[config.mk]
export PLATFORM = sky130hd
export DESIGN_NAME = see_source_flat
export DESIGN_NICKNAME = d
export VERILOG_FILES = /design/src/rtl/see_source_if.sv /design/src/rtl/see_source.sv /design/src/flat_wrapper.sv
export SDC_FILE = /design/constraint.sdc
export NUM_CORES = 1
export LEC_CHECK = 0
export BUFFER_PORTS_ARGS = -buffer_cell sky130_fd_sc_hd__clkbuf_2
export CAP_MARGIN = 20
export CORE_ASPECT_RATIO = 1.25
export CORE_MARGIN = 3
export CORE_UTILIZATION = 47
export CTS_CLUSTER_SIZE = 28
export DETAILED_ROUTE_END_ITERATION = 10
export HOLD_SLACK_MARGIN = 0.12
export PLACE_DENSITY = 0.79
export SLEW_MARGIN = 20
export SYNTH_ARGS = -nofsm -noshare
export SYNTH_HDL_FRONTEND = slang
export SYNTH_SLANG_ARGS = --single-unit
[constraint.sdc]
create_clock -name clk -period 3.05 [get_ports clk]
set_input_delay 0.61 -clock clk [delete_from_list [all_inputs] [get_ports clk]]
set_output_delay 0.61 -clock clk [all_outputs]
set_load 0.005 [all_outputs]
[src/rtl/see_source_if.sv]
// Ready/valid channel carrying one data word per accepted beat.
//
// Handshake: the source raises vld together with a stable data word; a beat
// transfers on every rising clock edge where vld && rdy. Once vld is high it
// stays high, and data stays unchanged, until that transfer happens. vld
// never depends combinationally on rdy.
interface rdy_vld_if #(
    parameter int DATA_W = 32
);
    logic              vld;
    logic              rdy;
    logic [DATA_W-1:0] data;

    modport src (output vld, output data, input rdy);
    modport dst (input vld, input data, output rdy);
endinterface

[src/rtl/see_source.sv]
// see_source: producer of a programmable burst of incrementing data words on
// a ready/valid channel, with an optional fixed idle gap after each beat.
module see_source #(
    parameter int DATA_W = 32,
    parameter int CNT_W  = 16,
    parameter int GAP    = 0
) (
    input  logic              clk,
    input  logic              rst_n,
    input  logic              start,
    input  logic [CNT_W-1:0]  start_count,
    input  logic [DATA_W-1:0] start_base,
    output logic              busy,
    output logic              done,
    output logic [1:0]        state_dbg,
    rdy_vld_if.src            see
);

    typedef enum logic [1:0] {
        IDLE = 2'd0,
        SEND = 2'd1,
        WAIT = 2'd2,
        FIN  = 2'd3
    } state_t;

    state_t            state;
    state_t            state_n;
    logic [CNT_W-1:0]  remaining_q;
    logic [DATA_W-1:0] data_q;
    logic [3:0]        gap_cnt_q;
    logic              vld_q;
    logic              busy_q;
    logic              done_q;
    logic              xfer;

    // A beat moves only while presenting it; vld is high exactly in SEND.
    assign xfer = (state == SEND) && see.rdy;

    assign see.vld   = vld_q;
    assign see.data  = data_q;
    assign busy      = busy_q;
    assign done      = done_q;
    assign state_dbg = state;

    // State register.
    always_ff @(posedge clk or negedge rst_n) begin
        if (!rst_n) begin
            state <= IDLE;
        end else begin
            state <= state_n;
        end
    end

    // Next-state selection: start only matters in IDLE, FIN always lasts one cycle.
    always_comb begin
        state_n = state;
        case (state)
            IDLE: begin
                if (start) begin
                    state_n = (start_count != '0) ? SEND : FIN;
                end
            end
            SEND: begin
                if (see.rdy) begin
                    if (remaining_q == CNT_W'(1)) begin
                        state_n = FIN;
                    end else if (GAP > 0) begin
                        state_n = WAIT;
                    end else begin
                        state_n = SEND;
                    end
                end
            end
            WAIT: begin
                if (gap_cnt_q <= 4'd1) begin
                    state_n = SEND;
                end
            end
            FIN: begin
                state_n = IDLE;
            end
            default: begin
                state_n = IDLE;
            end
        endcase
    end

    // Outputs are flopped from the next state so nothing reaches a port combinationally.
    always_ff @(posedge clk or negedge rst_n) begin
        if (!rst_n) begin
            vld_q  <= 1'b0;
            busy_q <= 1'b0;
            done_q <= 1'b0;
        end else begin
            vld_q  <= (state_n == SEND);
            busy_q <= (state_n != IDLE);
            done_q <= (state_n == FIN);
        end
    end

    // Burst bookkeeping: latch on start, advance on each transfer, count down the gap.
    always_ff @(posedge clk or negedge rst_n) begin
        if (!rst_n) begin
            remaining_q <= '0;
            data_q      <= '0;
            gap_cnt_q   <= '0;
        end else begin
            case (state)
                IDLE: begin
                    if (start && (start_count != '0)) begin
                        remaining_q <= start_count;
                        data_q      <= start_base;
                    end
                end
                SEND: begin
                    if (xfer) begin
                        remaining_q <= remaining_q - CNT_W'(1);
                        data_q      <= data_q + DATA_W'(1);
                        if (GAP > 0) begin
                            gap_cnt_q <= 4'(GAP);
                        end
                    end
                end
                WAIT: begin
                    gap_cnt_q <= gap_cnt_q - 4'd1;
                end
                default: begin
                end
            endcase
        end
    end

endmodule

[src/flat_wrapper.sv]
// flat-port wrapper written by rule: the top's interface ports become plain ports
module see_source_flat 
#(
    parameter int DATA_W = 32,
    parameter int CNT_W  = 16,
    parameter int GAP    = 0
)
  (clk, rst_n, start, start_count, start_base, busy, done, state_dbg, see_vld, see_data, see_rdy);
  rdy_vld_if #(.DATA_W(DATA_W)) see_i ();
  input  logic clk;
  input  logic rst_n;
  input  logic start;
  input  logic [CNT_W-1:0] start_count;
  input  logic [DATA_W-1:0] start_base;
  output logic busy;
  output logic done;
  output logic [1:0] state_dbg;
  output wire logic [$bits(see_i.vld)-1:0] see_vld;
  output wire logic [$bits(see_i.data)-1:0] see_data;
  input wire logic [$bits(see_i.rdy)-1:0] see_rdy;
  assign see_vld = see_i.vld;
  assign see_data = see_i.data;
  assign see_i.rdy = see_rdy;
  see_source #(.DATA_W(DATA_W), .CNT_W(CNT_W), .GAP(GAP)) u_core (.clk(clk), .rst_n(rst_n), .start(start), .start_count(start_count), .start_base(start_base), .busy(busy), .done(done), .state_dbg(state_dbg), .see(see_i));
endmodule
==> summary.md, run 1 <==
| Metric | Value |
|---|---|
| Status | finished clean |
| Clock Skews | 0.01211 ns |
| Critical path endpoint category | flip-flop |
| Post-Route WL | 9622 µm |
| Nets@finish | 546 |
| Mapped cell area | 3441 µm² |
| Initial Util | 49.02% |
| Max-slew headroom | 47.17% |
| Fmax | 443.7 MHz |
| Final Wtd Congestion | 0.8712 |
| 1st-pass router iterations | 5 |
| Critical Path Fanout Max | 53 |
| Cell Rows | 34 |
| Seq cells post-synth | 57 |
| Worst slew pin tran | 0.7852 ns |
| Initial antenna violation count | 0 |
| Hold crit path type | primary input to asynchronous set/reset pin |
| Worst-skew pair later-pin latency | 0.34 ns |
| Chip Width | 82.53 µm |
| Final period util | 73.90% |
| Die Y | 101.7 µm |
| Post-synthesis average cell area | 8.475 µm² |
| Root buffer cell | clkbuf_8 |
| Primary FF master, synth | dfrtp_1 |
| Max-cap viol count | 0 |
| Clock Tree Buf Depth | 2 |
| Dpl hpwl | 6815 µm |
| Worst setup margin | 0.7960 ns |
| Port Buf Inserts | 88 |
| Syn Inst Count | 406 |
| Core outline area | 7019 µm² |
| CP startpoint kind | flip-flop |
| 1st-iter DRT viols | 271 |
| CTS tree | done |
| Yosys cell types | 55 |
| Die footprint | 8390 µm² |
| Largest net degree at the start of global routing | 54 |
| Worst Path Arrival | 2.53 ns |
| Share of layout cells above drive strength 1 | 26.77% |
| Async set-reset flop share out of synthesis | 100.0% |
| Post-CTS Resized | 0 |
| Post-CTS setup buffer count | 0 |
| CTS Buf Count | 9 |
| Clock Pin Slew Worst Setup and Hold Paths | 0.07 ns |
| Top Ports | 89 |
| DR WL/cell | 16.50 µm |
| Kind of critical path | flip-flop to flip-flop |
| EDFF count, synth | 0 |
| P_leak | 1.891 nW |
| Synth Warn # | 0 |
| Post-CTS Hold Buffers | 0 |
| Final Hold Viols | 0 |
| Fillers | 632 |
| Setup WS pre-CTS | 0.5039 ns |
| DRT antenna net count | 0 |
| Post-Synthesis Net Count | 463 |
| Clock sinks | 57 |
| Final slew viol count | 0 |
| RSZ-0062 raised after global routing | no |
| Via/cell ratio | 6.156 |
| Share of the yosys chip area belonging to registers | 41.45% |
| Setup TNS | 0 ns |
| Total track usage | 23.98% |
| Via count | 3589 |
| DRC viols | 0 |
| Pwr dens | 651.8 nW/µm² |
| Global-route wire length before repair | 15660 µm |
| GRT overflow | 0 |
| Worst vdd ir | 0.5515 mV |
| Final setup vio count | 0 |
| Diode count | 0 |
| H-tree depth | 3 |
| Vias in the first global route | 3333 |
| Tmin final | 2.254 ns |
| Crit path required time | 3.33 ns |
| Layout area overhead | 22.95% |
[final cells by class]
cell class	count	area, µm²	area share, %
well taps	90	112.6	2.662
inverters	10	37.54	0.8873
repair buffers	100	543.0	12.84
flip-flops and latches	57	1426	33.72
clock inverters	2	35.03	0.8282
multi-input cells	311	1897	44.84
clock buffers	13	178.9	4.230
[critical path, stage by stage, from the launching register on]
cell and delay [ns]:
dfrtp_1 0.48, nor2b_4 0.46, buf_4 0.52, nand3_1 0.25, o31ai_1 0.31, a22o_1 0.17
[power breakdown]
group          switching [mW]  total, mW  leakage (nW)  internal (mW)
sequential              0.302       1.27         0.730          0.973
clock                   0.304      0.765         0.112          0.461
combinational           0.371      0.717          1.05          0.346
[logic make-up (layout without fill, tap and decap cells)]
logic type	count (synthesis)	count (layout)	synth area share (%)
AO/OA/AOI/OAI	161	161	29.09
XOR/XNOR	3	3	0.7638
adder cells (fa/ha/maj)	5	5	1.818
buffers and inverters	38	125	4.291
flip-flops	57	57	41.45
multiplexers	4	4	1.200
AND/OR/NAND/NOR	138	138	21.38
[cells in the mapped netlist, types with 2 or more instances]
cell        n  area, µm²
nand3_1    20      100.1
nand4_1    11      68.82
a32oi_1     6      52.55
a21oi_1    53      265.3
o22ai_1     8      50.05
nor3b_1     3      22.52
xnor2_1     2      17.52
or4_4       2      22.52
nand2b_1    2      12.51
o2bb2ai_1   3      26.28
and4_1      2      17.52
a211oi_1    3      22.52
nor2_1     34      127.6
a22o_1      2      17.52
a2bb2oi_1   4      35.03
a31oi_1     4      25.02
clkbuf_1   24      90.09
buf_2       3      15.01
nor4_1     10      62.56
a22oi_1     4      30.03
o22a_1      7      61.31
o2bb2a_1    2      20.02
nor3_1      6      30.03
nand2_1    29      108.9
and3_1      4      25.02
and2_1      4      25.02
inv_1      10      37.54
nor4_2      2      25.02
mux2i_1     3      30.03
a41o_1      2      20.02
nor2b_1     3      18.77
ha_1        5      62.56
o21ai_0    48      240.2
dfrtp_1    57       1426
o31ai_1     4      30.03
[registers in the layout (all words and copies together), names as in the netlist]
name / cells
u_core.gap_cnt_q: 4
u_core.done: 1
u_core.see.data: 32
u_core.state_dbg: 2
u_core.remaining_q: 16
u_core.see.vld: 1
u_core.busy: 1
[through the flow]
stage | total power, mW | util (%) | instances | instance area [µm²] | hold WS, ns
4_1_cts | 2.759 | 60.27 | 583 | 4230 | 0.2024
3_5_place_dp | 1.997 | 57.22 | 568 | 4016 | 0.4854
3_3_place_gp | 1.957 | 57.22 | 568 | 4016 | 0.4602
6_report | 2.757 | 60.27 | 583 | 4230 | 0.2020
5_1_grt | 2.938 | 60.27 | 583 | 4230 | 0.2137
2_1_floorplan | 1.636 | - | 406 | 3441 | 0.3144
[cells in the final DEF (no fill, tap or decap), types with 2 or more instances in the layout]
cell / instances
a211oi_1: 3
a21oi_1: 53
a22o_1: 2
a22oi_1: 4
a2bb2oi_1: 4
a31oi_1: 4
a32oi_1: 5
a41o_1: 2
and2_1: 4
and3_1: 4
and4_1: 2
buf_4: 11
clkbuf_2: 88
clkbuf_8: 13
dfrtp_1: 57
ha_1: 5
inv_1: 10
mux2i_1: 3
nand2_1: 29
nand3_1: 20
nand4_1: 11
nor2_1: 34
nor2b_1: 2
nor3_1: 6
nor3b_1: 3
nor4_1: 8
nor4_2: 4
o21ai_0: 48
o22a_1: 7
o22ai_1: 8
o2bb2a_1: 2
o2bb2ai_1: 3
o31ai_1: 4
or4_4: 2
xnor2_1: 2
[metal layers]
layer / global-route usage [%] / vias to the layer above / share of wire (%)
li1: - / 1700 / -
met1: 30.39 / 1723 / 41
met2: 39.51 / 144 / 50
met3: 5.338 / 22 / 5.9
met4: 9.308 / 0 / 2.4
met5: 0 / - / 0
[path summary, 6_finish.rpt]
| check | depth (start not counted) | to | slack [ns] | from |
|---|---|---|---|---|
| min in group clk | 1 | u_core.gap_cnt_q[3]$_DFFE_PN0P_ | 0.49 | u_core.gap_cnt_q[3]$_DFFE_PN0P_ |
| hold / removal | 1 | u_core.see.data[31]$_DFFE_PN0P_ | 0.20 | rst_n |
| setup / recovery | 5 | u_core.see.data[18]$_DFFE_PN0P_ | 0.80 | u_core.state_dbg[0]$_DFF_PN0_ |
| setup reg to reg | 5 | u_core.see.data[18]$_DFFE_PN0P_ | 0.80 | u_core.state_dbg[0]$_DFF_PN0_ |
| hold reg to reg | 1 | u_core.gap_cnt_q[3]$_DFFE_PN0P_ | 0.49 | u_core.gap_cnt_q[3]$_DFFE_PN0P_ |
| max in group asynchronous | 2 | u_core.busy$_DFF_PN0_ | 2.14 | rst_n |
Power figures use the tool's default switching activity.
==> run 2: changes to the inputs <==
ABC_AREA = 1   (was not set)
PLACE_DENSITY = 0.77   (was 0.79)
clock period = 2.4 ns   (was 3.05 ns; I/O delays follow)
==> summary.md, run 2 <==
| Metric | Value |
|---|---|
| CTS tree | done |
| Initial Util | 48.69% |
| Critical path origin | u_core.state_dbg[1]$_DFF_PN0_ |
| Setup TNS | 0 ns |
| Post-route cell area | 4923 µm² |
| CP startpoint kind | flip-flop |
| Share of the yosys chip area belonging to registers | 33.30% |
| Pwr Total | 4.582 mW |
| Most common cell in the synthesized netlist | nand2_1 |
| Dpl hpwl | 8469 µm |
| Synth top area share | 33.30% |
| FF-to-FF Start | u_core.state_dbg[1]$_DFF_PN0_ |
| Final period util | 72.69% |
| Slowest stage delay, CP | 0.44 ns |
| R2r endpoint | u_core.see.data[2]$_DFFE_PN0P_ |
| Net Switching | 2.058 mW |
| Commonest cells in the netlist | nand2_1 (252), nor2_1 (104), nand3_1 (68) |
| Worst path most repeated cell | nor2_1 |
| Sw frac | 44.91% |
| Post-synthesis mux area share | 0% |
| Worst path cell trace | inv_2 > nand2_1 > nor2_2 > nand2_4 > nand2_8 > inv_6 > nor2_1 > nor2_1 |
| Min Hold Slack | 0.2765 ns |
| Main combinational cell family by area after synthesis | simple AND/OR/NAND/NOR gates |
| Global-route wire length before repair | 19620 µm |
| Final Wtd Congestion | 0.9276 |
| EDFF count, synth | 0 |
| Critical Path Fanout Max | 55 |
| Worst-skew pair later-pin latency | 0.35 ns |
| Reg power frac | 38.7% |
| Cell Rows | 38 |
| DP Cell Count | 873 |
| Pwr dens | 930.7 nW/µm² |
| DRT antenna net count | 0 |
| Mapped cell area | 4283 µm² |
| Final core utilization | 55.97% |
| Async set-reset flop share out of synthesis | 100.0% |
| Seq cells post-synth | 57 |
| Final setup vio count | 0 |
| Post-synthesis average cell area | 6.271 µm² |
| Adder-Cell Fraction of Synth Area | 1.461% |
| Post-Route WL | 11480 µm |
| Clock Pin Slew Worst Setup and Hold Paths | 0.07 ns |
| DP Area | 4743 µm² |
| Multi-input logic area | 2447 µm² |
| Max-cap viol count | 0 |
| Layout area overhead | 14.96% |
| DRC viols | 0 |
| Post-CTS Resized | 0 |
| Synth Warn # | 0 |
| Fin cells | 888 |
| Commonest cells after routing, fill and taps aside | nand2_1 (252), nor2_1 (104), clkbuf_2 (88), nand3_1 (68), inv_1 (62) |
| R2r worst-path depth | 8 |
| H-tree depth | 3 |
| Port Buf Inserts | 88 |
| Via count | 4617 |
| GRT overflow | 0 |
| RSZ-0062 raised after global routing | no |
| Primary FF master, synth | dfrtp_1 |
| Syn Inst Count | 683 |
| Max-slew headroom | 50.89% |
| Nets@finish | 821 |
| Critical path endpoint category | flip-flop |
| XOR/XNOR share of the synthesized area | 0.6135% |
| Max reg flops | 32 |
| Chip Width | 91.38 µm |
| Gate power share | 42.5% |
| 1st-iter DRT viols | 336 |
| Setup WS pre-CTS | 0.3484 ns |
| CTS Buf Count | 9 |
| Die footprint | 10300 µm² |
| Post-CTS Hold Buffers | 0 |
| Seq. cell area | 1426 µm² |
| Share of layout cells above drive strength 1 | 19.40% |
| Largest net degree at the start of global routing | 61 |
| Via/cell ratio | 5.199 |
| Hold crit path type | primary input to asynchronous set/reset pin |
| Int Power | 2.524 mW |
| R2r setup slk | 0.66 ns |
| P_leak | 2.591 nW |
| Top Ports | 89 |
| Clock sinks | 57 |
| Synth Area in Compound Gates | 7.157% |
| CP max-delay cell | dfrtp_1 |
| Clock Tree Buf Depth | 2 |
| Vias in the first global route | 4419 |
| Synth area leaders | dfrtp_1 (33%), nand2_1 (22%), nor2_1 (9.1%) |
| DR WL/cell | 12.93 µm |
| Clock network fraction of design power | 18.8% |
| Post-Synthesis Net Count | 740 |
| Clock Skews | 0.007806 ns |
| Post-CTS setup buffer count | 0 |
| Core outline area | 8796 µm² |
| Worst Path Arrival | 1.98 ns |
| Final slew viol count | 0 |
| Largest area contributor in the netlist | dfrtp_1 |
| Worst vdd ir | 0.4591 mV |
| Final Hold Viols | 0 |
| Critical path destination | u_core.see.data[2]$_DFFE_PN0P_ |
| Diode count | 0 |
| Root buffer cell | clkbuf_8 |
| 1st-pass router iterations | 5 |
| Fmax | 573.2 MHz |
| Commonest non-fill, non-tap cell in the layout | nand2_1 |
| Crit path required time | 2.63 ns |
| Initial antenna violation count | 0 |
| Yosys cell types | 33 |
| Worst setup margin | 0.6555 ns |
| Status | finished clean |
| Kind of critical path | flip-flop to flip-flop |
| Total track usage | 23.20% |
| Fillers | 864 |
| Worst slew pin tran | 0.7366 ns |
| Tmin final | 1.744 ns |
| Simple-gate share of the synthesized area | 47.91% |
| Die Y | 112.7 µm |
==> run 2: cell types whose count changed in the layout (fill, tap and decap cells not counted), moves of 21 or more <==
| cell | previous run | this run |
|---|---|---|
| a21oi_1 | 53 | 19 |
| o21ai_0 | 48 | 27 |
| inv_1 | 10 | 62 |
| nand3_1 | 20 | 68 |
| nand2_1 | 29 | 252 |
| nor2_1 | 34 | 104 |
==> run 2: area by class of cell <==
class,count,share of cell area [%]
clock buffer,12,3.355
clock inverter,3,0.3050
inverter,67,5.210
multi-input combinational,538,49.71
sequential,57,28.97
tap,120,3.050
timing repair buffer,91,9.403
==> run 2: how the worst min path moves through the flow <==
stage | start | to | slack, ns | cells after the start
after floorplan | rst_n | u_core.busy$_DFF_PN0_ | 0.18 | 0
after global routing | rst_n | u_core.see.data[8]$_DFFE_PN0P_ | 0.33 | 2
final | rst_n | u_core.see.data[13]$_DFFE_PN0P_ | 0.28 | 2
after CTS | rst_n | u_core.see.data[13]$_DFFE_PN0P_ | 0.30 | 2
after global placement | u_core.gap_cnt_q[3]$_DFFE_PN0P_ | u_core.gap_cnt_q[3]$_DFFE_PN0P_ | 0.46 | 1
after detailed placement | u_core.gap_cnt_q[3]$_DFFE_PN0P_ | u_core.gap_cnt_q[3]$_DFFE_PN0P_ | 0.48 | 1
==> run 2: critical path, delay by kind of cell, from the launching register on <==
family                 cells  cell delay (ns)
buffers and inverters      2             0.26
DFF                        1             0.44
and+or+nand+nor            6             0.93
==> run 2: cells by family (layout without fill, tap and decap cells) <==
logic type | after synthesis | after routing
buffers and inverters | 88 | 173
AO/OA/AOI/OAI | 58 | 58
XOR/XNOR | 3 | 3
adder cells (fa/ha/maj) | 5 | 5
flip-flops | 57 | 57
AND/OR/NAND/NOR | 472 | 472
==> run 2: power groups by stage <==
stage	Sequential, mW	Combinational (mW)	Clock (mW)
2_1_floorplan	1.68	1.42	0
3_3_place_gp	1.76	1.88	0
3_5_place_dp	1.78	1.95	0
4_1_cts	1.77	1.96	0.875
5_1_grt	1.84	2.26	0.920
6_report	1.77	1.95	0.860
==> run 2: routing by layer <==
metal	GRT usage, %	routed length [µm]	vias to the layer above	share of wire, %
li1	-	-	2301	-
met1	27.11	4548	2120	40
met2	40.76	5901	156	51
met3	4.654	628	40	5.5
met4	10.56	404	0	3.5
met5	0	0	-	0
==> run 3: changes to the inputs <==
ABC_AREA = 0   (was 1)
PLACE_DENSITY = 0.82   (was 0.77)
clock period = 1.4 ns   (was 2.4 ns; I/O delays follow)
==> summary.md, run 3 <==
| Metric | Value |
|---|---|
| CTS Buf Count | 9 |
| Clock sinks | 57 |
| Final Wtd Congestion | 0.9819 |
| Clock Tree Buf Depth | 2 |
| Initial Util | 49.02% |
| Simple-gate share of the synthesized area | 21.38% |
| Last stage | global routing (5_1_grt) |
| Worst endpoint type | sequential cell input |
| XOR/XNOR share of the synthesized area | 0.7636% |
| DP Cell Count | 664 |
| Tool Error | [ERROR GRT-0232] Routing congestion too high. Check the congestion heatmap in the GUI. |
| Root buffer cell | clkbuf_8 |
| Largest net degree at the start of global routing | 58 |
| Largest area contributor in the netlist | dfrtp_1 |
| Die Y | 101.7 µm |
| Post-Synthesis Net Count | 463 |
| Main combinational cell family by area after synthesis | compound AO/OA/AOI/OAI gates |
| Share of the yosys chip area belonging to registers | 41.45% |
| Cell Rows | 34 |
| GRT overflow | 297 |
| Dpl hpwl | 8409 µm |
| Synth Area in Compound Gates | 29.09% |
| Async set-reset flop share out of synthesis | 100.0% |
| Worst endpoint, post-GRT repair | u_core.see.data[20]$_DFFE_PN0P_/D |
| Synth Warn # | 0 |
| Seq cells post-synth | 57 |
| Post-synthesis mux area share | 1.200% |
| Most common cell in the synthesized netlist | dfrtp_1 |
| Synth top area share | 41.45% |
| Commonest cells in the netlist | dfrtp_1 (57), a21oi_1 (53), o21ai_0 (48) |
| Port Buf Inserts | 88 |
| EDFF count, synth | 0 |
| Primary FF master, synth | dfrtp_1 |
| Status | aborted with a tool error |
| Syn Inst Count | 406 |
| Total track usage | 84.56% |
| H-tree depth | 3 |
| Mapped cell area | 3441 µm² |
| Yosys cell types | 55 |
| Synth area leaders | dfrtp_1 (41%), a21oi_1 (7.7%), o21ai_0 (7.0%) |
| Post-synthesis average cell area | 8.475 µm² |
| Top Ports | 89 |
| Adder-Cell Fraction of Synth Area | 1.818% |
| Chip Width | 82.53 µm |
## run 3: cell types whose count changed after synthesis, moves of 8 or more
cell / change
buf_2: -8
nand4_1: +8
inv_1: -52
clkbuf_1: +22
nand2_1: -223
nor2_1: -70
a21oi_1: +34
nor4_1: +10
or2_2: -19
nand3_1: -48
o22ai_1: +8
o21ai_0: +21
## run 3: stage by stage
stage	cell area, µm²	utilization (%)	worst slack (ns)
3_3_place_gp	4900	69.80	-0.4519
2_1_floorplan	3637	-	-0.5357
3_5_place_dp	4900	69.80	-0.5997
4_1_cts	5932	84.51	-0.4443
## run 3: routing by layer
| metal | track usage [%] | GRT overflow |
|---|---|---|
| met5 | 13.13 | 0 |
| met4 | 96.86 | 100 |
| met3 | 66.01 | 2 |
| met2 | 104.0 | 190 |
| met1 | 79.51 | 5 |
## run 3: what timing repair did
action / 4_1_cts
hold buffers: 1
pin swaps: 34
buffers inserted: 24
gates resized for setup: 137
endpoints found under the setup margin: 52
cloned: 11
hold endpoints to repair: 57
## run 3: cells by family after synthesis
family                   after synthesis
AO/OA/AOI/OAI                        161
AND/OR/NAND/NOR                      138
flip-flops                            57
buffers and inverters                 38
adder cells (fa/ha/maj)                5
multiplexers                           4
XOR/XNOR                               3
==> run 4: changes to the inputs <==
CORE_ASPECT_RATIO = not set   (was 1.25)
CORE_UTILIZATION = 32   (was 47)
CTS_CLUSTER_SIZE = not set   (was 28)
HOLD_SLACK_MARGIN = not set   (was 0.12)
PLACE_DENSITY = not set   (was 0.82)
PLACE_DENSITY_LB_ADDON = 0.15   (was not set)
clock period = 1.82 ns   (was 1.4 ns; I/O delays follow)
==> summary.md, run 4 (synthesis gave the netlist of run 1 again) <==
| Metric | Value |
|---|---|
| Kind of critical path | flip-flop to flip-flop |
| Post-Route WL | 10910 µm |
| Chip Width | 109.7 µm |
| Violated checks | negative setup slack |
| 1st-iter DRT viols | 199 |
| Min Hold Slack | 0.02244 ns |
| Max-cap viol count | 0 |
| Final period util | 102.2% |
| DRT antenna net count | 0 |
| Pwr dens | 1008 nW/µm² |
| Global-route wire length before repair | 17540 µm |
| Cell Rows | 37 |
| Worst setup margin | -0.03981 ns |
| RSZ-0062 raised after global routing | yes |
| Slowest stage delay, CP | 0.56 ns |
| Initial antenna violation count | 0 |
| Total track usage | 18.65% |
| Worst path most repeated cell | or4_4 |
| 1st-pass router iterations | 4 |
| P_leak | 2.308 nW |
| Root buffer cell | clkbuf_8 |
| Final Hold Viols | 0 |
| Setup WS pre-CTS | -0.2823 ns |
| Core outline area | 10370 µm² |
| Initial Util | 33.18% |
| Layout area overhead | 44.40% |
| Top Ports | 89 |
| CTS Buf Count | 9 |
| DP Area | 4589 µm² |
| DRC viols | 0 |
| CP startpoint kind | flip-flop |
| Largest net degree at the start of global routing | 58 |
| Worst-skew pair later-pin latency | 0.34 ns |
| Fillers | 1052 |
| Worst path cell trace | nand4_4 > or4_4 > or4_4 > a21oi_2 > a2bb2oi_2 |
| DR WL/cell | 15.56 µm |
| Clock Pin Slew Worst Setup and Hold Paths | 0.07 ns |
| Hold crit path type | primary input to asynchronous set/reset pin |
| Nets@finish | 617 |
| Status | finished, violations left |
| Critical path endpoint category | flip-flop |
| Clock Skews | 0.01399 ns |
| Clock Tree Buf Depth | 2 |
| Multi-input logic area | 2022 µm² |
| CTS tree | done |
| Commonest non-fill, non-tap cell in the layout | clkbuf_2 |
| Tmin final | 1.860 ns |
| Via count | 3739 |
| Vias in the first global route | 3546 |
| GRT overflow | 0 |
| Die footprint | 12030 µm² |
| Final slew viol count | 0 |
| Max reg flops | 32 |
| Post-route cell area | 4969 µm² |
| Seq. cell area | 1429 µm² |
| Final Wtd Congestion | 0.8009 |
| Commonest cells after routing, fill and taps aside | clkbuf_2 (88), buf_4 (75), dfrtp_1 (55), a21oi_1 (52), o21ai_0 (42) |
| H-tree depth | 3 |
| Pwr Total | 5.007 mW |
| Die Y | 109.7 µm |
| Port Buf Inserts | 88 |
| Worst vdd ir | 0.5158 mV |
| CP max-delay cell | or4_4 |
| Crit path required time | 2.09 ns |
| Share of layout cells above drive strength 1 | 40.18% |
| Worst Path Arrival | 2.13 ns |
| Final core utilization | 47.91% |
| Critical Path Fanout Max | 3 |
| Dpl hpwl | 7796 µm |
| Fmax | 537.7 MHz |
| Max-slew headroom | 69.52% |
| Final setup vio count | 1 |
| Via/cell ratio | 5.334 |
| Diode count | 0 |
| Post-CTS Hold Buffers | 0 |
| Clock sinks | 57 |
| Worst slew pin tran | 0.4537 ns |
[run 4: metrics by stage]
stage | setup TNS, ns | instances
floorplan | -0.1209 | 406
global placement | -7.255 | 675
detailed placement | -9.906 | 675
CTS | -0.06172 | 694
global route | -0.5231 | 701
finish | -0.03981 | 701
[run 4: critical path, delay by kind of cell, from the launching register on]
| kind | cells | cell delay, ns |
|---|---|---|
| AND/OR/NAND/NOR | 3 | 1.11 |
| flip-flops | 1 | 0.41 |
| AO/OA/AOI/OAI | 2 | 0.27 |
[run 4: power by group]
| part | switching (mW) | internal (mW) |
|---|---|---|
| Clock | 0.544 | 0.625 |
| Sequential | 0.349 | 1.64 |
| Combinational | 0.909 | 0.944 |
[run 4: final timing paths]
path	end	cells past startpoint	start	slack, ns
setup / recovery	u_core.see.data[20]$_DFFE_PN0P_	5	u_core.see.data[9]$_DFFE_PN0P_	-0.04
hold / removal	u_core.remaining_q[2]$_DFFE_PN0P_	2	rst_n	0.02
setup reg to reg	u_core.see.data[20]$_DFFE_PN0P_	5	u_core.see.data[9]$_DFFE_PN0P_	-0.04
hold reg to reg	u_core.gap_cnt_q[3]$_DFFE_PN0P_	1	u_core.gap_cnt_q[3]$_DFFE_PN0P_	0.47
max in group asynchronous	u_core.see.data[3]$_DFFE_PN0P_	2	rst_n	1.52
min in group clk	u_core.see.data[1]$_DFFE_PN0P_	3	start_base[1]	0.25
[run 4: what timing repair did]
item	CTS	global route
endpoints found under the setup margin	6	31
pin swaps	2	8
resized for setup	4	32
buffers inserted	3	6
gates cloned	0	1
[run 4: per-layer routing]
layer	vias to the layer above	global-route usage, %	part of all wire [%]
li1	1846	-	-
met1	1786	26.03	48
met2	95	29.56	47
met3	12	3.464	4.1
met4	0	5.343	1.1
met5	-	0	0
[run 4: area by class of cell]
class                      instances  area share [%]
inverter                          10          0.7555
timing repair buffer             171           22.59
sequential                        57           28.76
clock inverter                     6           1.209
clock buffer                      10           2.569
tap                              136           3.425
multi-input combinational        311           40.70
